**src/rtl/pda_dbg_pkg.sv**
```systemverilog
// Shared debug-controller types: FSM states, run modes and stop causes,
// plus a small helper that tells whether a state lets the core advance.
package pda_dbg_pkg;

   typedef enum logic [1:0] {
      ST_IDLE     = 2'b00,
      ST_RUN      = 2'b01,
      ST_STEPPING = 2'b10,
      ST_HALTED   = 2'b11
   } run_state_e;

   typedef enum logic [1:0] {
      MODE_FREE  = 2'b00,
      MODE_LIMIT = 2'b01,
      MODE_STEP  = 2'b10,
      MODE_BREAK = 2'b11
   } run_mode_e;

   typedef enum logic [1:0] {
      CAUSE_NONE  = 2'b00,
      CAUSE_LIMIT = 2'b01,
      CAUSE_BREAK = 2'b10,
      CAUSE_SAT   = 2'b11
   } stop_cause_e;

   // The core is released (halt low) only while running or stepping.
   function automatic logic is_running(input run_state_e st);
      return (st == ST_RUN) || (st == ST_STEPPING);
   endfunction

endpackage : pda_dbg_pkg

```
**src/rtl/pda_brk_match.sv**
```systemverilog
// Instruction breakpoint matcher: NBRK equality comparators against the
// fetched instruction, each gated by its enable, OR-reduced into one hit.
// Purely combinational; the run controller decides when a hit matters.
module pda_brk_match
   import pda_dbg_pkg::*;
#(
   parameter int DATA_W = 32,
   parameter int NBRK   = 2
) (
   input  logic [DATA_W-1:0]      inst,
   input  logic [NBRK*DATA_W-1:0] brk_val,
   input  logic [NBRK-1:0]        brk_en,
   output logic                   hit
);

   logic hit_s;

   // OR together every enabled breakpoint whose word equals the instruction.
   always_comb begin
      hit_s = 1'b0;
      for (int i = 0; i < NBRK; i++) begin
         hit_s = hit_s | (brk_en[i] & (brk_val[i*DATA_W +: DATA_W] == inst));
      end
   end

   assign hit = hit_s;

endmodule : pda_brk_match

```
**src/rtl/pda_run_ctrl.sv**
```systemverilog
// Run controller for the debug port: decides when the core may advance
// (halt low), counts unhalted cycles, and stops on cycle limit, instruction
// breakpoint or counter saturation. STEP mode parks the core in HALTED and
// releases it for fixed-size windows on step_req. Every entry into HALTED
// snapshots the stage visibility words and emits a one-cycle pulse.
module pda_run_ctrl
   import pda_dbg_pkg::*;
#(
   parameter int DATA_W  = 32,
   parameter int CNT_W   = 17,
   parameter int NSTAGES = 5,
   parameter int NBRK    = 2
) (
   input  logic                      clk,
   input  logic                      reset,
   input  logic                      start,
   input  logic [1:0]                mode,
   input  logic [CNT_W-1:0]          limit,
   input  logic                      step_req,
   input  logic [NBRK*DATA_W-1:0]    brk_val,
   input  logic [NBRK-1:0]           brk_en,
   input  logic [DATA_W-1:0]         inst,
   input  logic [NSTAGES*DATA_W-1:0] stage_visu,
   output logic                      halt,
   output logic [CNT_W-1:0]          cycle_cnt,
   output logic [1:0]                stop_cause,
   output logic [NSTAGES*DATA_W-1:0] snap,
   output logic                      halted_pulse
);

   localparam logic [CNT_W-1:0] CNT_ZERO = {CNT_W{1'b0}};
   localparam logic [CNT_W-1:0] CNT_ONE  = {{(CNT_W-1){1'b0}}, 1'b1};
   localparam logic [CNT_W-1:0] CNT_MAX  = {CNT_W{1'b1}};

   // Registered state
   run_state_e                  st_r;
   run_mode_e                   mode_r;
   logic [CNT_W-1:0]            limit_r;
   logic [CNT_W-1:0]            cnt_r;
   logic [CNT_W-1:0]            step_left_r;
   stop_cause_e                 cause_r;
   logic [NSTAGES*DATA_W-1:0]   snap_r;
   logic                        pulse_r;
   logic                        halt_r;

   // Next-state values
   run_state_e                  st_s;
   run_mode_e                   mode_s;
   logic [CNT_W-1:0]            limit_s;
   logic [CNT_W-1:0]            cnt_s;
   logic [CNT_W-1:0]            step_left_s;
   stop_cause_e                 cause_s;
   logic                        enter_halt_s;

   // Stop-condition helpers
   logic                        hit_s;
   logic                        running_s;
   logic                        sat_s;
   logic                        lim_en_s;
   logic                        lim_hit_s;
   logic                        brk_s;
   logic                        step_done_s;
   logic [CNT_W:0]              cnt_inc_s;

   pda_brk_match #(
      .DATA_W (DATA_W),
      .NBRK   (NBRK)
   ) u_brk_match (
      .inst    (inst),
      .brk_val (brk_val),
      .brk_en  (brk_en),
      .hit     (hit_s)
   );

   // Evaluate this cycle's stop conditions from the latched run setup.
   // The limit also bounds BREAK runs when it is non-zero, so a breakpoint
   // and the limit can collide in the same cycle; the breakpoint wins.
   always_comb begin
      running_s   = is_running(st_r);
      cnt_inc_s   = {1'b0, cnt_r} + {1'b0, CNT_ONE};
      sat_s       = running_s && (cnt_r == CNT_MAX);
      lim_en_s    = (mode_r == MODE_LIMIT) ||
                    ((mode_r == MODE_BREAK) && (limit_r != CNT_ZERO));
      lim_hit_s   = running_s && lim_en_s && (cnt_inc_s == {1'b0, limit_r});
      brk_s       = running_s && (mode_r == MODE_BREAK) && hit_s;
      step_done_s = (st_r == ST_STEPPING) && (step_left_r == CNT_ONE);
   end

   // Next-state logic: start first, then stop conditions by priority
   // (break, limit, saturation, end of step window), then step requests.
   always_comb begin
      st_s         = st_r;
      mode_s       = mode_r;
      limit_s      = limit_r;
      cnt_s        = cnt_r;
      step_left_s  = step_left_r;
      cause_s      = cause_r;
      enter_halt_s = 1'b0;

      if (start) begin
         mode_s      = run_mode_e'(mode);
         limit_s     = limit;
         cnt_s       = CNT_ZERO;
         cause_s     = CAUSE_NONE;
         step_left_s = CNT_ZERO;
         if (mode == MODE_STEP) begin
            st_s         = ST_HALTED;
            enter_halt_s = 1'b1;
         end else if ((mode == MODE_LIMIT) && (limit == CNT_ZERO)) begin
            st_s         = ST_HALTED;
            cause_s      = CAUSE_LIMIT;
            enter_halt_s = 1'b1;
         end else begin
            st_s = ST_RUN;
         end
      end else begin
         case (st_r)
            ST_IDLE: begin
               st_s = ST_IDLE;
            end
            ST_RUN, ST_STEPPING: begin
               // Saturate instead of wrapping.
               if (sat_s) begin
                  cnt_s = cnt_r;
               end else begin
                  cnt_s = cnt_inc_s[CNT_W-1:0];
               end
               if (st_r == ST_STEPPING) begin
                  step_left_s = step_left_r - CNT_ONE;
               end else begin
                  step_left_s = step_left_r;
               end
               if (brk_s) begin
                  st_s         = ST_HALTED;
                  cause_s      = CAUSE_BREAK;
                  enter_halt_s = 1'b1;
               end else if (lim_hit_s) begin
                  st_s         = ST_HALTED;
                  cause_s      = CAUSE_LIMIT;
                  enter_halt_s = 1'b1;
               end else if (sat_s) begin
                  st_s         = ST_HALTED;
                  cause_s      = CAUSE_SAT;
                  enter_halt_s = 1'b1;
               end else if (step_done_s) begin
                  st_s         = ST_HALTED;
                  cause_s      = CAUSE_NONE;
                  enter_halt_s = 1'b1;
               end else begin
                  st_s = st_r;
               end
            end
            ST_HALTED: begin
               // A step lasts max(limit,1) cycles.
               if ((mode_r == MODE_STEP) && step_req) begin
                  st_s = ST_STEPPING;
                  if (limit_r == CNT_ZERO) begin
                     step_left_s = CNT_ONE;
                  end else begin
                     step_left_s = limit_r;
                  end
               end else begin
                  st_s = ST_HALTED;
               end
            end
            default: begin
               st_s = ST_IDLE;
            end
         endcase
      end
   end

   // State and output registers; reset dominates every other input.
   always_ff @(posedge clk) begin
      if (reset) begin
         st_r        <= ST_IDLE;
         mode_r      <= MODE_FREE;
         limit_r     <= CNT_ZERO;
         cnt_r       <= CNT_ZERO;
         step_left_r <= CNT_ZERO;
         cause_r     <= CAUSE_NONE;
         snap_r      <= {(NSTAGES*DATA_W){1'b0}};
         pulse_r     <= 1'b0;
         halt_r      <= 1'b1;
      end else begin
         st_r        <= st_s;
         mode_r      <= mode_s;
         limit_r     <= limit_s;
         cnt_r       <= cnt_s;
         step_left_r <= step_left_s;
         cause_r     <= cause_s;
         pulse_r     <= enter_halt_s;
         halt_r      <= ~is_running(st_s);
         if (enter_halt_s) begin
            snap_r <= stage_visu;
         end else begin
            snap_r <= snap_r;
         end
      end
   end

   assign halt         = halt_r;
   assign cycle_cnt    = cnt_r;
   assign stop_cause   = cause_r;
   assign snap         = snap_r;
   assign halted_pulse = pulse_r;

endmodule : pda_run_ctrl
```
**config.mk**
```make
export PLATFORM = sky130hd
export DESIGN_NAME = pda_run_ctrl
export DESIGN_NICKNAME = d
export VERILOG_FILES = /design/src/rtl/pda_dbg_pkg.sv /design/src/rtl/pda_brk_match.sv /design/src/rtl/pda_run_ctrl.sv
export SDC_FILE = /design/constraint.sdc
export NUM_CORES = 1
export LEC_CHECK = 0
export ABC_AREA = 1
export ABC_CLOCK_PERIOD_IN_PS = 4070
export CORE_AREA = 2 2 179 181
export DETAILED_ROUTE_END_ITERATION = 12
export DIE_AREA = 0 0 181 183
export GPL_ROUTABILITY_DRIVEN = 1
export GPL_TIMING_DRIVEN = 1
export PLACE_DENSITY = 0.67
export SYNTH_ARGS = -nofsm -noshare
export SYNTH_HDL_FRONTEND = slang
export SYNTH_HIERARCHICAL = 1
export SYNTH_SLANG_ARGS = --single-unit
export TNS_END_PERCENT = 1
```
**constraint.sdc**
```tcl
create_clock -name clk -period 4.07 [get_ports clk]
set_input_delay 0.814 -clock clk [delete_from_list [all_inputs] [get_ports clk]]
set_output_delay 0.814 -clock clk [all_outputs]
set_load 0.01 [all_outputs]
```
==> results of run 1 <==
## synthesized netlist by cell type (all sizes together) (3+ instances only)
cell type	number
nor2	431
inv	147
buf	22
dfxtp	219
o21ai	222
o211ai	4
a21oi	48
nor3	10
clkbuf	47
xor2	5
nand3	46
nand2	252
a31oi	4
o22ai	8
nand3b	3
nand4	10
nor4	3
xnor2	18
ha	8
## cell type report
type	count	area (µm²)
Multi-Input combinational cell	1086	5130
Fill cell	3039	14800
Timing Repair Buffer	482	4860
Antenna cell	9	22.5
Tap cell	402	503
Inverter	149	567
Sequential cell	219	4380
Clock buffer	30	696
Clock inverter	18	233
## state kept, by name, indices dropped and copies added, names as in the netlist
signal / cells
cycle_cnt: 17
halt: 1
halted_pulse: 1
limit_r: 17
mode_r: 2
snap: 160
st_r: 2
step_left_r: 17
stop_cause: 2
## power breakdown
part | switching (mW) | total [mW] | internal [mW]
clock network | 1.01 | 2.50 | 1.50
registers | 0.0775 | 2.33 | 2.26
logic | 0.502 | 1.06 | 0.561
total | 1.59 | 5.90 | 4.32
## cell families after synthesis
kind of cell | Yosys count
simple gates | 758
flops | 219
xor+xnor | 25
compound gates | 295
fa+ha+maj | 8
buf+inv | 218
## per-stage QoR
stage	total power, mW	hold slack [ns]	std cells	setup slack [ns]
floorplan	2.81	0.450	1523	0.873
global placement	3.42	0.457	2338	0.342
detailed placement	3.43	0.469	2338	0.305
CTS	5.95	0.482	2386	0.512
global route	6.14	0.501	2395	0.0582
finish	5.90	0.480	2395	0.523
## worst paths after layout
check / slack (ns) / end / start / cells past startpoint
hold reg to reg: 0.48 / step_left_r[9] / step_left_r[9] / 2
setup / recovery: 0.52 / snap[143] / cycle_cnt[0] / 21
setup reg to reg: 0.52 / snap[143] / cycle_cnt[0] / 21
hold / removal: 0.48 / step_left_r[9] / step_left_r[9] / 2
## per-layer routing
metal,track usage (%),up-vias
met4,9.95,0
met3,8.22,80
met2,40.0,437
met5,0,-
li1,-,5720
met1,27.6,5152
## cell usage in the layout (no fill, tap or decap), drive strengths merged, types with 5 or more instances in the layout
cell type and count:
diode 9, ha 8, nor3 10, a21oi 48, nand2 252, inv 150
xor2 5, o22ai 8, nand4 10, xnor2 18, clkinv 9, buf 21
clkdlybuf4s50 461, clkbuf 30, dfxtp 219, nor2 431, o21ai 222, nand3 46
## critical path, cell delays in order, from the launching register on
cell and delay [ns]:
sky130_fd_sc_hd__dfxtp_1 0.41, sky130_fd_sc_hd__ha_1 0.23, sky130_fd_sc_hd__nand2_2 0.09, sky130_fd_sc_hd__nor2_4 0.10
sky130_fd_sc_hd__nand2_1 0.09, sky130_fd_sc_hd__inv_1 0.06, sky130_fd_sc_hd__nand2_1 0.08, sky130_fd_sc_hd__nor3_1 0.17
sky130_fd_sc_hd__ha_1 0.29, sky130_fd_sc_hd__xor2_1 0.17, sky130_fd_sc_hd__nor3_1 0.17, sky130_fd_sc_hd__nand2_1 0.07
sky130_fd_sc_hd__nor2_1 0.10, sky130_fd_sc_hd__nand2_1 0.06, sky130_fd_sc_hd__nor2_1 0.11, sky130_fd_sc_hd__nand3_2 0.13
sky130_fd_sc_hd__nand3_1 0.10, sky130_fd_sc_hd__nand2_1 0.10, sky130_fd_sc_hd__o21ai_4 0.30, sky130_fd_sc_hd__buf_12 0.33
sky130_fd_sc_hd__o21ai_0 0.16, sky130_fd_sc_hd__nor2_1 0.14
==> results.cfg, run 1 <==
[run_status]
result_of_the_run = complete, no violations

[drt]
met2_wirelength_um = 19700
routed-wl-met3_um = 3930
drc = 0
antenna_violating_nets_post_route = 0
routed_wire_length_per_instance_um = 17.2
wl_met1_um = 16100
drc_violation_total_after_the_first_tritonroute_iteration = 791
drtPass1Iterations = 5
post_drt_via_cell_ratio = 4.76
maxUsedRoutingLayer = met4
detailroute.via_count = 11400
wirelength_um = 41200

[place]
postPlaceCellArea_mm2 = 0.0154
detailed_place_hpwl_um = 31600
portBuffers = 461
gp_congestion = 0.959

[synth]
netlist_area_mm2 = 0.0105
synthDistinctLibCells = 40
yosysWarningCount = 6
synth_top_area_share_pct = 41.8
synth.area.mux_share_pct = 0
ys_async_sr_fraction_pct = 0
netlist.top_cell.by_area = sky130_fd_sc_hd__dfxtp_1
seq_area_frac_synth_pct = 41.8
synth_xor_xnor_area_share_pct = 2.36
synth_area_per_cell_um2 = 6.89
synthFlopType = sky130_fd_sc_hd__dfxtp_1
synth_area_leaders = sky130_fd_sc_hd__dfxtp_1, sky130_fd_sc_hd__nor2_1, sky130_fd_sc_hd__nand2_1, sky130_fd_sc_hd__o21ai_0, sky130_fd_sc_hd__nor2_2
synthCells = 1523
synth_nets = 1812
synth_compound_area_share_pct = 14.7
yosys_register_bits = 219
combinational_family_with_the_most_area_after_synthesis = simple AND/OR/NAND/NOR gates
synth_simple_gate_area_share_pct = 30.9
post_synth_fa_ha_maj_area_fraction_pct = 0.954
synth-edff-count = 0

[power_and_ir_drop]
p_leak_nw = 7.03
power_density_mw_per_mm2 = 360
ir_worst_vdd_mv = 0.256

[timing]
fin_setup_tns_ns = 0
post-route-min-period_ns = 3.55
timing.final.hold_violations = 0
slew_headroom_pct = 17.9
fin_skew_ns = 0.0184
fin_crit_sh_pct = 87.2
worst-slew-pin-transition_ns = 1.23
setup_violations = 0
final_max_slew_viol_count = 0
max_clock_freq_ghz = 0.282
rsz0062_at_grt = no

[clock_tree]
h_tree_level_count = 1
clk-insertion-delay-late_ns = 0.54
cts.sink_count = 219
cts_inserted_buffers = 26
post-cts-setup-buffers = 0
cts.clk_slew.worst_paths_ns = 0.06
clock_tree_from_tritoncts = built
cts_hold_buf = 0
cts-root-buf = sky130_fd_sc_hd__clkbuf_16
ctsLongestPathBuffers = 3
postCtsResizedCells = 0

[global_route]
globalRoute.totalOverflow = 0
antenna_found_initial = 9
grt_max_degree = 76
grt_first_pass_wirelength_um = 61600
grt_pass1_vias = 11000
groute.usage.overall_pct = 23.8

[critical_path]
criticalPathCategory = flip-flop to flip-flop
critical_path.max_fanout = 75
worst-endpoint-required_ns = 4.53
worst_setup_path_end_kind = flip-flop
crit_arrival_ns = 4.01
cp_launch_type = flip-flop

[floorplanning]
die_w_um = 181
io-pin-count = 462
floorplan.die.height_um = 183
placement_rows = 65
floorplan.core_area_mm2 = 0.0312
floorplan.die_area_mm2 = 0.0331
effective_utilization_at_floorplan_pct = 33.6

[layout]
postLayoutCoreUtil_pct = 52.5
finish.instance_area_mm2 = 0.0164
num-nets-final = 2253
area_growth_syn_to_layout_pct = 56.3
share_of_cells_above_drive_strength_1_pct = 8.87

[run]
max_cap_violations = 0

[min_path]
hp-class = flip-flop to flip-flop
Note: power is estimated with default switching activity, not from simulation.
==> inputs of run 2 (changes only) <==
Settings changed: SKIP_LAST_GASP set to 1.
==> results of run 2 <==
Same layout as run 1: the final DEF is identical, and so are final timing and power.
